**config.mk**
```make
export PLATFORM = sky130hd
export DESIGN_NAME = sap1_timing_unit
export DESIGN_NICKNAME = d
export VERILOG_FILES = /design/src/rtl/sap1_pkg.sv /design/src/rtl/sap1_step_debouncer.sv /design/src/rtl/sap1_timing_unit.sv
export SDC_FILE = /design/constraint.sdc
export NUM_CORES = 1
export LEC_CHECK = 0
export CAP_MARGIN = 25
export CORE_MARGIN = 2
export CORE_UTILIZATION = 45
export CTS_CLUSTER_SIZE = 30
export DETAILED_ROUTE_END_ITERATION = 10
export GPL_TIMING_DRIVEN = 1
export PLACE_DENSITY_LB_ADDON = 0.3
export SLEW_MARGIN = 40
export SYNTH_ARGS = -nofsm -noshare
export SYNTH_HDL_FRONTEND = slang
export SYNTH_HIERARCHICAL = 1
export SYNTH_SLANG_ARGS = --single-unit
```
**constraint.sdc**
```tcl
create_clock -name clk -period 2.95 [get_ports clk]
set_input_delay 0.59 -clock clk [delete_from_list [all_inputs] [get_ports clk]]
set_output_delay 0.59 -clock clk [all_outputs]
set_load 0.1 [all_outputs]
```
**src/rtl/sap1_pkg.sv**
```systemverilog
// Shared definitions for the SAP-1 timing unit: T-state codes, front-panel
// mode encodings and the timing FSM state type.
package sap1_pkg;

    localparam logic [5:0] T1     = 6'b100000;
    localparam logic [5:0] T2     = 6'b010000;
    localparam logic [5:0] T3     = 6'b001000;
    localparam logic [5:0] T4     = 6'b000100;
    localparam logic [5:0] T5     = 6'b000010;
    localparam logic [5:0] T6     = 6'b000001;
    localparam logic [5:0] T_IDLE = 6'b000000;

    localparam logic [1:0] MODE_RUN   = 2'b00;
    localparam logic [1:0] MODE_TSTEP = 2'b01;
    localparam logic [1:0] MODE_ISTEP = 2'b10;
    localparam logic [1:0] MODE_HOLD  = 2'b11;

    typedef enum logic [1:0] {
        ACTIVE    = 2'd0,
        INSTR_RUN = 2'd1,
        HALTED    = 2'd2
    } sap1_state_t;

    // One T-state forward: the ring moves toward t[0] and T6 wraps to T1.
    function automatic logic [5:0] t_rotate(input logic [5:0] t_cur);
        return {t_cur[0], t_cur[5:1]};
    endfunction

endpackage

```
**src/rtl/sap1_step_debouncer.sv**
```systemverilog
// Front-panel step button conditioning: 2-FF synchronizer, stability counter
// and a single-cycle pulse on each accepted rising level.
module sap1_step_debouncer #(
    parameter int DEBOUNCE_CYCLES = 16
) (
    input  logic clk,
    input  logic clr,
    input  logic step_btn,
    output logic step_pulse
);

    localparam int CNT_W = (DEBOUNCE_CYCLES > 1) ? $clog2(DEBOUNCE_CYCLES) : 1;
    localparam logic [CNT_W-1:0] CNT_LAST = CNT_W'(DEBOUNCE_CYCLES - 1);

    logic             sync_ff1;
    logic             sync_ff2;
    logic             level;
    logic [CNT_W-1:0] cnt;

    // cnt counts consecutive synchronized samples that disagree with the
    // accepted level; any sample agreeing with it restarts the count.
    always_ff @(posedge clk or negedge clr) begin
        if (!clr) begin
            sync_ff1   <= 1'b0;
            sync_ff2   <= 1'b0;
            level      <= 1'b0;
            cnt        <= '0;
            step_pulse <= 1'b0;
        end else begin
            sync_ff1   <= step_btn;
            sync_ff2   <= sync_ff1;
            step_pulse <= 1'b0;
            if (sync_ff2 == level) begin
                cnt <= '0;
            end else if (cnt == CNT_LAST) begin
                level      <= sync_ff2;
                cnt        <= '0;
                step_pulse <= sync_ff2;
            end else begin
                cnt <= cnt + 1'b1;
            end
        end
    end

endmodule

```
**src/rtl/sap1_timing_unit.sv**
```systemverilog
// SAP-1 ring counter producing the one-hot T-state word, with run / T-step /
// instruction-step / hold control, HLT freeze and a retired-instruction count.
module sap1_timing_unit
    import sap1_pkg::*;
#(
    parameter int DEBOUNCE_CYCLES = 16,
    parameter int COUNT_W         = 8
) (
    input  logic               clk,
    input  logic               clr,
    input  logic               LOW_HALT,
    input  logic [1:0]         mode,
    input  logic               step_btn,
    output logic [5:0]         t,
    output logic               halted,
    output logic               step_ready,
    output logic [COUNT_W-1:0] instr_count,
    output sap1_state_t        state_dbg
);

    sap1_state_t        state_q;
    sap1_state_t        state_d;
    logic [5:0]         t_d;
    logic               halted_d;
    logic [COUNT_W-1:0] count_d;
    logic               advance;
    logic               step_pulse;

    sap1_step_debouncer #(
        .DEBOUNCE_CYCLES(DEBOUNCE_CYCLES)
    ) u_step_debouncer (
        .clk       (clk),
        .clr       (clr),
        .step_btn  (step_btn),
        .step_pulse(step_pulse)
    );

    always_ff @(posedge clk or negedge clr) begin
        if (!clr) begin
            state_q     <= ACTIVE;
            t           <= T1;
            halted      <= 1'b0;
            instr_count <= '0;
        end else begin
            state_q     <= state_d;
            t           <= t_d;
            halted      <= halted_d;
            instr_count <= count_d;
        end
    end

    // Priority: halt beats a mode abort, which beats the step/run advance.
    always_comb begin
        state_d  = state_q;
        t_d      = t;
        halted_d = halted;
        count_d  = instr_count;
        advance  = 1'b0;
        case (state_q)
            HALTED: begin
                t_d = T_IDLE;
            end
            default: begin
                if (t[2] && !LOW_HALT) begin
                    state_d  = HALTED;
                    t_d      = T_IDLE;
                    halted_d = 1'b1;
                end else begin
                    if (state_q == INSTR_RUN && mode == MODE_ISTEP) begin
                        advance = 1'b1;
                    end else begin
                        // Leaving INSTR_RUN because the mode moved away lands
                        // here, so the new mode's rule applies on this edge.
                        state_d = ACTIVE;
                        case (mode)
                            MODE_RUN:   advance = 1'b1;
                            MODE_TSTEP: advance = step_pulse;
                            MODE_ISTEP: begin
                                if (step_pulse) begin
                                    advance = 1'b1;
                                    state_d = INSTR_RUN;
                                end
                            end
                            default:    advance = 1'b0;
                        endcase
                    end
                    if (advance) begin
                        t_d = t_rotate(t);
                        if (t == T6) begin
                            count_d = instr_count + COUNT_W'(1);
                            state_d = ACTIVE;
                        end
                    end
                end
            end
        endcase
    end

    always_comb begin
        step_ready = ((mode == MODE_TSTEP) ||
                      (mode == MODE_ISTEP && state_q != INSTR_RUN)) && !halted;
        state_dbg  = state_q;
    end

endmodule

```
# After elaboration in Yosys (flattened, before gate mapping)
# Cells that the tools add are included.
# totals
word_cells	52
output_inout_bits	18
in_bits	6
regBits	25
# op_classes
eq_ne	8
n_bitwise	3
n_addsub	2
mux	18
reduce_logical	12
# ops
cell	n
$mux W6	3
$add A8 B1 Y8 const B	1
$mux W1	8
$mux W2	4
$mux W4	2
$eq A6 B1 Y1 const B	1
$add A4 B1 Y4 const B	1
$eq A2 B1 Y1 const B	2
$eq A2 B2 Y1 const B	2
$eq A4 B4 Y1 const B	1
$logic_and A1 B1 Y1	4
$reduce_and A2 Y1	2
$reduce_and A4 Y1	1
$not A1 Y1	3
$pmux W1 S3	1
$reduce_bool A3 Y1	1
$logic_not A1 Y1	2
$logic_not A2 Y1	1
$ne A2 B1 Y1 const B	1
$eq A1 B1 Y1	1
$logic_or A1 B1 Y1	1

# Depth between registers and ports, before layout
# logic_depth
word_depth	8
depth_mapped	6
depth_no_buf	6

# By module
# Netlist, hierarchy kept.
# modules_own_cells
mod	area_each_um2	seq_area_each_um2	cells_per_inst	n_inst
sap1_timing_unit	904.6	426.7	78	1
sap1_step_debouncer	302.8	200.2	20	1

# Least setup slack after synthesis
# No wires, ideal clock.
# synth_timing
kind	reg2out
startpoint	register state_q[1], in the netlist state_dbg[1]
endpoint	output step_ready
path_buffers	0
slack_ns	-0.192
path_stages_with_launch	5
required_ns	2.360
arrival_time_ns	2.552
cell_sequence	dfrtp_1 > nor2b_1 > inv_1 > a21oi_1 > nor2_1
# synth_between
elab_chain_cells	4
# synth_rtl
element	line	source
start: declaration	sap1_timing_unit.sv:21	sap1_state_t state_q;
start signal: assignment	sap1_timing_unit.sv:45	state_q <= state_d;
$ne A2 B1 Y1	sap1_timing_unit.sv:101	(mode == MODE_ISTEP && state_q != INSTR_RUN)) && !halted;
$logic_and A1 B1 Y1	sap1_timing_unit.sv:101	
$logic_or A1 B1 Y1	sap1_timing_unit.sv:100	step_ready = ((mode == MODE_TSTEP) ||
$logic_and A1 B1 Y1	sap1_timing_unit.sv:101	
end: declaration	sap1_timing_unit.sv:16	output logic step_ready,
# Every way passes these cells.

# Final worst setup path
# layout_timing
startpoint	input mode[0]
endpoint	output step_ready
# layout_between
elab_chain_cells	4
word_cells_on_any_way	5
classes_between	2 x eq/ne; 3 x reduce/logical
# layout_rtl
element	line	source
start: declaration	sap1_timing_unit.sv:12	input logic [1:0] mode,
$eq A2 B2 Y1	sap1_timing_unit.sv:101	
$logic_and A1 B1 Y1	sap1_timing_unit.sv:101	
$logic_or A1 B1 Y1 *	sap1_timing_unit.sv:100	
$logic_and A1 B1 Y1 *	sap1_timing_unit.sv:101	
# Every way passes the cells marked *; elsewhere a longest branch is shown, timed or not.

==> metrics.md <==
| Metric | Value |
|---|---|
| Final ANT Viol Nets | `0` |
| Antenna Cells | `0` |
| Sw Ratio | `between 20% and 30%` |
| Avg WL per Cell | `about 13 um` |
| Placed cell count | `roughly 150` |
| Chip height | `~56 um` |
| Crit end category | `output pin` |
| WL final | `1.99 mm` |
| Setup TNS | `0 ps` |
| # clock sinks | `25` |
| Hold buffer count at CTS | `0` |
| Leakage | `around 0.67 nW` |
| Async SR Flop Fraction | `100%` |
| Number of global-route vias before repair | `~800` |
| Hold Path Class | `flop to flop` |
| # Max-Cap Violations | `0` |
| Final setup margin | `514 ps` |
| Worst r2r src | `t[2]` |
| Reg clk slew, reported paths | `approximately 130 ps` |
| Avg Inst Size Synth | `around 12 um^2` |
| Area growth, synth to finish | `22.8%` |
| Global-route wire length before repair | `about 3.6 mm` |
| Synthesis warning total | `6` |
| Worst-margin pin slew | `roughly 530 ps` |
| Skew-Pair Late Insertion Delay | `310 ps` |
| Hold path start | `u_step_debouncer/sync_ff1` |
| R2r setup slk | `1110 ps` |
| Setup bufs post-CTS | `0` |
| Worst path bufs/invs | `3` |
| Sw Pwr | `0.129 mW` |
| Clock power frac | `between 20% and 30%` |
| Final cycle utilization of the critical path | `82.6%` |
| Final setup skew | `roughly 2.6 ps` |
| Largest net degree at the start of global routing | `26` |
| PortBufs | `23` |
| Yosys cell types | `32` |
| DRC | `0` |
| Initial antenna violation count | `0` |
| Total clock buffers created by CTS | `3` |
| CTS root buf | `clkbuf_4` |
| Final Instance Count excl. Fillers | `around 160` |
| Status | `finished clean` |
| Part of the power in registers | `between 60% and 70%` |
| Max Freq | `a little over 400 MHz` |
| I/O pin cnt | `24` |
| Crit path largest cell delay | `approximately 520 ps` |
| Die Span X | `55.8 um` |
| Post-synth EDFFs | `0` |
| Share of cells above drive strength 1 | `approximately 28%` |
| Comb power frac | `9.1%` |
| Final Hold Viols | `0` |
| Area leader, netlist | `dfrtp_1` |
| Ranking of synthesized cells by area | `dfrtp_1, xnor2_1, ha_1` |
| Fin crit period | `2440 ps` |
| Initial DRC count | `8` |
| CP delay by family, top | `buffers and inverters` |
| Starting Density | `between 40 and 50%` |
| RSZ-0062 raised after global routing | `no` |
| Detailed Place HPWL | `~1.6 mm` |
| NumNets Final | `around 140` |
| Pre-CTS setup slack | `about 380 ps` |
| Flops & latches, synth | `25` |
| Required @ worst endpoint | `about 2400 ps` |
| Final GP Congestion | `0.722` |
| Cell area power density | `about 370 nW/um^2` |
| Yosys top cell area share | `roughly half` |
| Net count after synthesis | `110` |
| CP cell instances | `clkdlybuf4s50_1, inv_1, ha_1, a21oi_1, nor2_2, buf_12` |
| DR vias | `819` |
| Full die area | `~3100 um^2` |
| WP data arrival | `about 1900 ps` |
| Netlist Area Pre-Place | `1210 um^2` |
| Sequential-to-total area share from yosys stat | `between 50% and 60%` |
| Initial DRT Pass Iterations | `4` |
| Power Internal | `between 0.4 and 0.5 mW` |
| Primary FF master, synth | `dfrtp_1` |
| Row count | `18` |
| Fill cell count | `219` |
| Overall Global Routing Usage | `14.8%` |
| # resized after CTS | `0` |
| CTS tree | `done` |
| CTS H-tree lvls | `1` |
| Max-slew violation count | `0` |
| Clock buffer depth | `2` |
| Post-synthesis cell count | `between 90 and 100` |
| Most common cell in the netlist | `dfrtp_1` |
| Post-DR vias/cell | `around 5.3` |
| CP max FO | `4` |
| Startpoint types | `input port` |
| Worst setup path class | `input port to output pin` |
| Slowest stage cell, crit path | `clkdlybuf4s50_1` |
| Setup violations, final | `0` |
| Most frequent cells after synthesis | `dfrtp_1, xnor2_1, nor2_1` |
| Worst Setup SP | `mode[0]` |
| Max_slew headroom | `64.6%` |
| Worst vdd ir | `between 300 and 400 uV` |
| Total power draw | `approximately 0.55 mW` |
| Core area | `between 2000 and 2500 um^2` |
| Congestion Overflow GR | `0` |
==> stage by stage <==
step | util, % | hold WS (ps) | instance area (um^2)
after detailed placement | 58.1 | 337 | 1450
after CTS | 59.3 | 368 | 1480
after global placement | 58.1 | 336 | 1450
after global routing | 59.3 | 390 | 1480
final | 59.3 | 364 | 1480
after floorplan | - | 294 | 1210
==> per-layer routing <==
| layer | GRT usage, % | vias up | part of all wire, % |
|---|---|---|---|
| li1 | - | 405 | - |
| met1 | 19.6 | 401 | 46 |
| met2 | 23.6 | 11 | 50 |
| met3 | 4.19 | 2 | 3.5 |
| met4 | 4.18 | 0 | 0.90 |
| met5 | 0 | - | 0 |
==> logic make-up after synthesis <==
family                   synth area share [%]
multiplexers                             7.46
AND/OR/NAND/NOR                          13.5
flip-flops                               51.9
adder cells (fa/ha/maj)                  6.22
XOR/XNOR                                 6.53
buffers and inverters                    1.87
AO/OA/AOI/OAI                            12.5
==> final timing paths <==
| check | end | cells after the start |
|---|---|---|
| setup / recovery | step_ready | 6 |
| hold / removal | u_step_debouncer/sync_ff2 | 0 |
| setup reg to reg | instr_count[1] | 4 |
| hold reg to reg | u_step_debouncer/sync_ff2 | 0 |
| max in group asynchronous | t[5] | 2 |
| min in group asynchronous | instr_count[7] | 2 |
==> cells in the final DEF (no fill, tap or decap), types with 2 or more instances in the layout <==
cell             Yosys  final
mux2_4               2      2
nor2_1               8      7
ha_1                 6      6
and3_1               2      2
and2_1               3      3
clkdlybuf4s50_1      0      5
clkbuf_4             0      3
o2111ai_1            5      5
nor2b_1              2      2
o21ai_0              2      2
a21oi_1              2      2
buf_4                0     18
inv_1                6      6
mux2i_1              6      6
dfrtp_1             24     24
xnor2_1              9      9
nor3b_1              2      2
nand2b_1             2      2
==> sequential cells by signal (all words and copies together) (netlist names) <==
signal and flops:
halted 1, u_step_debouncer/level 1, u_step_debouncer/step_pulse 1, state_dbg 2, u_step_debouncer/sync_ff1 1, u_step_debouncer/sync_ff2 1
instr_count 8, t 6, u_step_debouncer/cnt 4
==> power groups by stage <==
| stage | clock network (mW) | registers, mW | logic, mW |
|---|---|---|---|
| after floorplan | 0 | 0.357 | 0.0272 |
| after global placement | 0 | 0.358 | 0.0493 |
| after detailed placement | 0 | 0.358 | 0.0509 |
| after CTS | 0.155 | 0.352 | 0.0511 |
| after global routing | 0.176 | 0.353 | 0.0561 |
| final | 0.148 | 0.351 | 0.0501 |
==> cell type report <==
class / instances / area, um^2 / share of cell area, %
tap: 30 / 37.5 / 2.53
clock buffer: 3 / 22.5 / 1.52
clock inverter: 1 / 7.51 / 0.506
inverter: 6 / 22.5 / 1.52
timing repair buffer: 24 / 205 / 13.8
sequential: 25 / 627 / 42.3
multi-input combinational: 67 / 561 / 37.8
Note: power is estimated with default switching activity, not from simulation.
